### config.mk
export PLATFORM = sky130hd
export DESIGN_NAME = contour_scheduler
export DESIGN_NICKNAME = d
export VERILOG_FILES = /design/src/rtl/contour_pkg.sv /design/src/rtl/seed_fifo.sv /design/src/rtl/contour_scheduler.sv
export SDC_FILE = /design/constraint.sdc
export NUM_CORES = 1
export LEC_CHECK = 0
export ABC_AREA = 1
export ABC_CLOCK_PERIOD_IN_PS = 3120
export CAP_MARGIN = 20
export CORE_UTILIZATION = 43
export CTS_CLUSTER_DIAMETER = 200
export DETAILED_ROUTE_END_ITERATION = 16
export GPL_TIMING_DRIVEN = 0
export PLACE_DENSITY = 0.73
export SYNTH_ARGS = -nofsm -noshare
export SYNTH_HDL_FRONTEND = slang
export SYNTH_SLANG_ARGS = --single-unit
### constraint.sdc
create_clock -name clk -period 3.12 [get_ports clk]
set_input_delay 0.468 -clock clk [delete_from_list [all_inputs] [get_ports clk]]
set_output_delay 0.468 -clock clk [all_outputs]
set_load 0.05 [all_outputs]
### src/rtl/contour_pkg.sv
// Shared definitions for the contour scheduler: scheduler FSM states, tracer
// state codes and frame geometry.
package contour_pkg;

  localparam int unsigned FRAME_W = 640;
  localparam int unsigned ADDR_W  = 19;

  localparam logic [2:0] ST_DONE = 3'd5;
  localparam logic [2:0] ST_FAKE = 3'd6;

  typedef enum logic [2:0] {
    S_IDLE,
    S_LOAD,
    S_CLEAR,
    S_RUN,
    S_RESULT
  } sched_state_t;

endpackage

### src/rtl/seed_fifo.sv
// Synchronous seed FIFO with show-ahead head output and occupancy count.
module seed_fifo #(
  parameter int unsigned DEPTH = 8,
  parameter int unsigned WIDTH = 19
) (
  input  logic                   clk,
  input  logic                   reset,
  input  logic                   push,
  input  logic [WIDTH-1:0]       push_data,
  input  logic                   pop,
  output logic [WIDTH-1:0]       head,
  output logic                   full,
  output logic                   empty,
  output logic [$clog2(DEPTH):0] count
);
  localparam int unsigned PW = $clog2(DEPTH);

  logic [WIDTH-1:0] mem [DEPTH];
  logic [PW-1:0]    wr_ptr;
  logic [PW-1:0]    rd_ptr;
  logic             do_push;
  logic             do_pop;

  assign full    = (count == (PW+1)'(DEPTH));
  assign empty   = (count == '0);
  assign do_push = push && !full;
  assign do_pop  = pop && !empty;
  assign head    = mem[rd_ptr];

  always_ff @(posedge clk) begin
    if (do_push) mem[wr_ptr] <= push_data;
  end

  always_ff @(posedge clk) begin
    if (reset) begin
      wr_ptr <= '0;
      rd_ptr <= '0;
      count  <= '0;
    end else begin
      if (do_push) wr_ptr <= wr_ptr + PW'(1);
      if (do_pop)  rd_ptr <= rd_ptr + PW'(1);
      case ({do_push, do_pop})
        2'b10:   count <= count + (PW+1)'(1);
        2'b01:   count <= count - (PW+1)'(1);
        default: ;
      endcase
    end
  end

endmodule

### src/rtl/contour_scheduler.sv
// Runs the contour tracer over queued seeds and arbitrates the shared BRAM port
// between the tracer and the frame readout.
module contour_scheduler
  import contour_pkg::*;
#(
  parameter int unsigned SEED_DEPTH  = 8,
  parameter int unsigned ADDR_W      = contour_pkg::ADDR_W,
  parameter int unsigned TIMEOUT_CYC = 1048576,
  parameter logic [2:0]  ST_DONE     = contour_pkg::ST_DONE,
  parameter logic [2:0]  ST_FAKE     = contour_pkg::ST_FAKE
) (
  input  logic              clk,
  input  logic              reset,
  input  logic [ADDR_W-1:0] seed_addr,
  input  logic              seed_valid,
  output logic              seed_ready,
  input  logic              go,
  output logic              busy,
  output logic              all_done,
  output logic              tr_reset,
  output logic              tr_start,
  output logic [ADDR_W-1:0] tr_addr_start,
  input  logic              tr_done,
  input  logic [2:0]        tr_state,
  input  logic [ADDR_W-1:0] tr_addr,
  input  logic              tr_we,
  input  logic              rd_req,
  input  logic [ADDR_W-1:0] rd_addr,
  output logic              rd_grant,
  output logic [ADDR_W-1:0] mem_addr,
  output logic              mem_we,
  output logic              res_valid,
  output logic              res_closed,
  output logic              res_timeout,
  output logic [7:0]        res_idx
);
  localparam int unsigned CNT_W = $clog2(SEED_DEPTH) + 1;

  sched_state_t      state;
  sched_state_t      next_state;
  logic              fifo_full;
  logic              fifo_empty;
  logic [CNT_W-1:0]  fifo_count;
  logic [ADDR_W-1:0] fifo_head;
  logic              clr_phase;
  logic [20:0]       tmo_cnt;
  logic              tmo_hit;
  logic              tracer_owns;

  assign seed_ready = !fifo_full && !reset;
  assign tmo_hit    = (tmo_cnt == 21'(TIMEOUT_CYC - 1));

  seed_fifo #(
    .DEPTH(SEED_DEPTH),
    .WIDTH(ADDR_W)
  ) u_seed_fifo (
    .clk      (clk),
    .reset    (reset),
    .push     (seed_valid && seed_ready),
    .push_data(seed_addr),
    .pop      (state == S_LOAD),
    .head     (fifo_head),
    .full     (fifo_full),
    .empty    (fifo_empty),
    .count    (fifo_count)
  );

  always_comb begin
    next_state  = state;
    tr_reset    = 1'b1;
    tr_start    = 1'b0;
    tracer_owns = 1'b0;
    case (state)
      S_IDLE:   if (go && !fifo_empty) next_state = S_LOAD;
      S_LOAD:   next_state = S_CLEAR;
      S_CLEAR: begin
        tracer_owns = 1'b1;
        if (clr_phase) next_state = S_RUN;
      end
      S_RUN: begin
        tr_reset    = 1'b0;
        tr_start    = 1'b1;
        tracer_owns = 1'b1;
        if (tr_done || tmo_hit) next_state = S_RESULT;
      end
      S_RESULT: next_state = (fifo_count != '0) ? S_LOAD : S_IDLE;
      default:  next_state = S_IDLE;
    endcase
    // Tracer writes are only honoured while it actually runs; CLEAR owns the port write-masked.
    mem_addr = tracer_owns ? tr_addr : rd_addr;
    mem_we   = (state == S_RUN) && tr_we;
  end

  always_ff @(posedge clk) begin
    if (reset) begin
      state         <= S_IDLE;
      clr_phase     <= 1'b0;
      tmo_cnt       <= '0;
      busy          <= 1'b0;
      all_done      <= 1'b0;
      tr_addr_start <= '0;
      rd_grant      <= 1'b0;
      res_valid     <= 1'b0;
      res_closed    <= 1'b0;
      res_timeout   <= 1'b0;
      res_idx       <= '0;
    end else begin
      state     <= next_state;
      all_done  <= 1'b0;
      res_valid <= 1'b0;
      // Grant computed from the upcoming state so it drops on the first CLEAR cycle.
      rd_grant  <= rd_req && !(next_state == S_CLEAR || next_state == S_RUN);
      case (state)
        S_IDLE: begin
          if (go) begin
            if (fifo_empty) begin
              all_done <= 1'b1;
            end else begin
              busy    <= 1'b1;
              res_idx <= '0;
            end
          end
        end
        S_LOAD: tr_addr_start <= fifo_head;
        S_CLEAR: begin
          clr_phase <= ~clr_phase;
          tmo_cnt   <= '0;
        end
        S_RUN: begin
          if (tmo_cnt != '1) tmo_cnt <= tmo_cnt + 21'd1;
          if (tr_done) begin
            res_valid   <= 1'b1;
            res_closed  <= (tr_state == ST_DONE);
            res_timeout <= 1'b0;
          end else if (tmo_hit) begin
            res_valid   <= 1'b1;
            res_closed  <= 1'b0;
            res_timeout <= 1'b1;
          end
        end
        S_RESULT: begin
          res_idx <= res_idx + 8'd1;
          if (fifo_count == '0) begin
            all_done <= 1'b1;
            busy     <= 1'b0;
          end
        end
        default: ;
      endcase
    end
  end

  // A done flag outside the two terminal codes means the tracer's state codes disagree with ours.
  always_ff @(posedge clk) begin
    if (!reset && state == S_RUN && tr_done)
      assert (tr_state == ST_DONE || tr_state == ST_FAKE);
  end

endmodule

==> flow_summary.toml <==
[power_and_ir_drop]
p_clk_frac = 0.414
p_seq_frac = 0.474
internal_power_mw = 5.10
p_switching_mw = 1.64
p_per_area_nw_per_um2 = 570
ir_drop_v = 0.000515
switching_share = 0.244
cellLeakagePower_nw = 4.14
p_comb_frac = 0.113

[clocking]
postCtsSetupRepairBufs = 0
cts_hold_buf = 0
clock-sinks = 220
insertion_delay_ns = 0.52
cts_made_buffers = 23
clkTransAtPathRegs_ns = 0.06
clk_path_buf_depth = 3
cts-htree-levels = 1
cts_tree = "yes"
root_buffer = "clkbuf_16"

[sta]
slew_headroom = 0.409
holdWs_ns = 0.447
fin_skew_ns = 0.0109
post-route-period-util = 0.969
rsz0062_at_grt = "false"
fin_crit_ns = 3.02
final-hold-violation-count = 0
slew_viol_final = 0
setup_viol = 0
tightest_slew_ns = 0.887
fmax_ghz = 0.331

[synth]
synth_compound_gate_area_share = 0.128
yosysSeqAreaShare = 0.638
syn_avg_cell_area_um2 = 10.0
netlist_area_um2 = 9290
yosys.area_share.simple = 0.176
synth_top_family_by_area = "simple AND/OR/NAND/NOR gates"
synthMuxAreaShare = 0
ys_seq_elements = 220
yosys.cell_types.count = 38
synth_adder_area_share = 0.0116
synth-xor-area-share = 0.00283
synth_fp_nets = 1004
yosys_warnings = 0
netlist_instances = 929

[global_routing]
grt_max_degree = 15
globalRouteOverflowTotal = 0
grt_pass1_vias = 7191
track_usage = 0.225
antenna_found_initial = 0
grt_first_pass_wirelength_mm = 38.2

[floorplan]
die_x_um = 149
rows = 53
boundaryPins = 123
die-area_um2 = 22200
die-height_um = 149
core_area_um2 = 21100
initial_core_util = 0.440

[route]
drt-pass1-iter-count = 5
ant_nets = 0
num_vias = 7430
wire_per_inst_um = 18.1
drt-vias-per-instance = 5.40
drc = 0
wl_mm = 24.8
drtIter0Drc = 689

[layout]
fillCellCount = 1805
layout.area.seq_um2 = 5930
multi_input_area_um2 = 2980
design_area_um2 = 11800
area_delta_synth_final_pct = 27.3
drive_above_1_share = 0.0891
nets = 1158
antenna_cells = 0

[placed_design]
io_buffers = 121
dp_hpwl_mm = 16.8
placement.cell_area_um2 = 11100
place.gp.congestion = 0.879

[status]
status = "complete, no violations"

[min_path]
hp-start = "busy"
hold_path_class = "reg2reg"

[critical_path]
cp_max_fo = 10
endpoint_kind = "output port"
crit_arrival_ns = 2.55
worstSetupStartpoint = "state[1]"
crit_required_ns = 2.65
crit_type = "reg2out"
r2r_start = "state[0]"
start_kind = "flip-flop"

[flow_run]
drv_cap = 0
==> path summary, 6_finish.rpt <==
check	endpoint	slack, ns	cells past startpoint
setup reg to reg	u_seed_fifo.count[3]	0.54	12
hold / removal	busy	0.45	2
setup / recovery	tr_start	0.1	6
hold reg to reg	busy	0.45	2
==> final cells by class <==
class                   count  share of cell area
plain buffers              45              0.0177
clock buffers              34              0.0572
clock inverters             8             0.00910
inverters                  52              0.0165
multi-input cells         612               0.252
flip-flops and latches    220               0.501
well taps                 275              0.0291
repair buffers            129               0.117
==> stage by stage <==
stage	instances	total power, mW	setup slack [ns]	TNS (ns)	utilization
5_1_grt	1375	6.96	0.000288	0	0.561
2_1_floorplan	929	3.69	0.231	0	-
3_3_place_gp	1325	4.00	-0.291	-21.67	0.514
3_5_place_dp	1333	4.02	0.496	0	0.524
4_1_cts	1375	6.77	0.0170	0	0.561
6_report	1375	6.74	0.0976	0	0.561
==> metal layers <==
metal  GRT usage  routed length, um
met4      0.0832                819
met3      0.0578               2730
met2       0.380              11600
met1       0.276               9720
met5           0                  0
==> cells by family (layout without fill, tap and decap cells) <==
group / Yosys count / after routing
DFF: 220 / 220
adders and majority gates: 8 / 8
buffers and inverters: 97 / 268
and+or+nand+nor: 390 / 390
AOI/OAI and AO/OA: 211 / 211
xor gates and xnor gates: 3 / 3
==> cell usage in the layout, fill, tap and decap left out, types with 4 or more instances in the layout <==
cell and n:
clkbuf_16 23, inv_2 4, o21ai_0 105, nor2_2 13
buf_2 13, a21oi_2 6, nand3_1 32, dlygate4sd2_1 10
inv_1 48, a21oi_1 55, nor3_1 9, edfxtp_1 152
nand2_1 156, nor2_1 154, ha_1 7, clkbuf_8 6
clkbuf_1 29, buf_16 5, nand4_1 11, clkdlybuf4s50_1 111
o211ai_1 35, dfxtp_1 68, clkinv_2 4
==> critical path: stages, from the launching register on <==
cell	delay (ns)
dfxtp_1	0.36
inv_2	0.05
nor2_4	0.23
inv_2	0.09
nor2_2	0.16
buf_2	0.29
clkdlybuf4s50_1	0.86
==> synthesized netlist by cell type <==
master	count	area share
o21bai_1	1	0.00081
dfxtp_1	68	0.15
xnor2_1	2	0.0019
nor2_4	1	0.0012
fa_1	1	0.0022
nor3_2	1	0.0011
nor2_8	1	0.0022
o211ai_1	35	0.028
nand2_1	156	0.063
buf_6	2	0.0024
nand3_1	32	0.017
nand4_1	11	0.0074
buf_1	3	0.0012
a21oi_1	55	0.030
a21oi_2	6	0.0057
and2_1	1	0.00067
nor3_1	9	0.0049
ha_1	7	0.0094
clkbuf_1	25	0.010
and3_1	1	0.00067
nand2_2	2	0.0013
nand3b_1	2	0.0016
inv_2	4	0.0016
edfxtp_1	152	0.49
nor2_1	162	0.065
inv_1	48	0.019
o221ai_1	3	0.0028
nor2_2	5	0.0034
o21ai_0	105	0.057
a211oi_2	1	0.0013
nor3b_1	1	0.00081
nand2_4	3	0.0036
or2_2	2	0.0013
buf_4	2	0.0016
xor2_1	1	0.00094
buf_2	13	0.0070
o21ai_1	3	0.0016
a31oi_1	2	0.0013
==> flip-flops by register name, summed over array words and instances (netlist names), 3 cells and up <==
signal,cells
u_seed_fifo.mem,152
tmo_cnt,21
tr_addr_start,19
res_idx,8
u_seed_fifo.count,4
state,3
u_seed_fifo.rd_ptr,3
u_seed_fifo.wr_ptr,3
==> power groups by stage <==
stage	clock network, mW	registers [mW]	logic, mW
finish	2.79	3.20	0.759
CTS	2.82	3.19	0.756
global route	2.94	3.20	0.817
detailed placement	0	3.26	0.764
global placement	0	3.26	0.739
floorplan	0	3.32	0.375
==> repair_timing <==
action	4_1_cts	5_1_grt
gates cloned	0	0
endpoints found under the setup margin	10	8
resized for setup	10	2
endpoints found under the hold margin	0	0
Power figures use the tool's default switching activity.
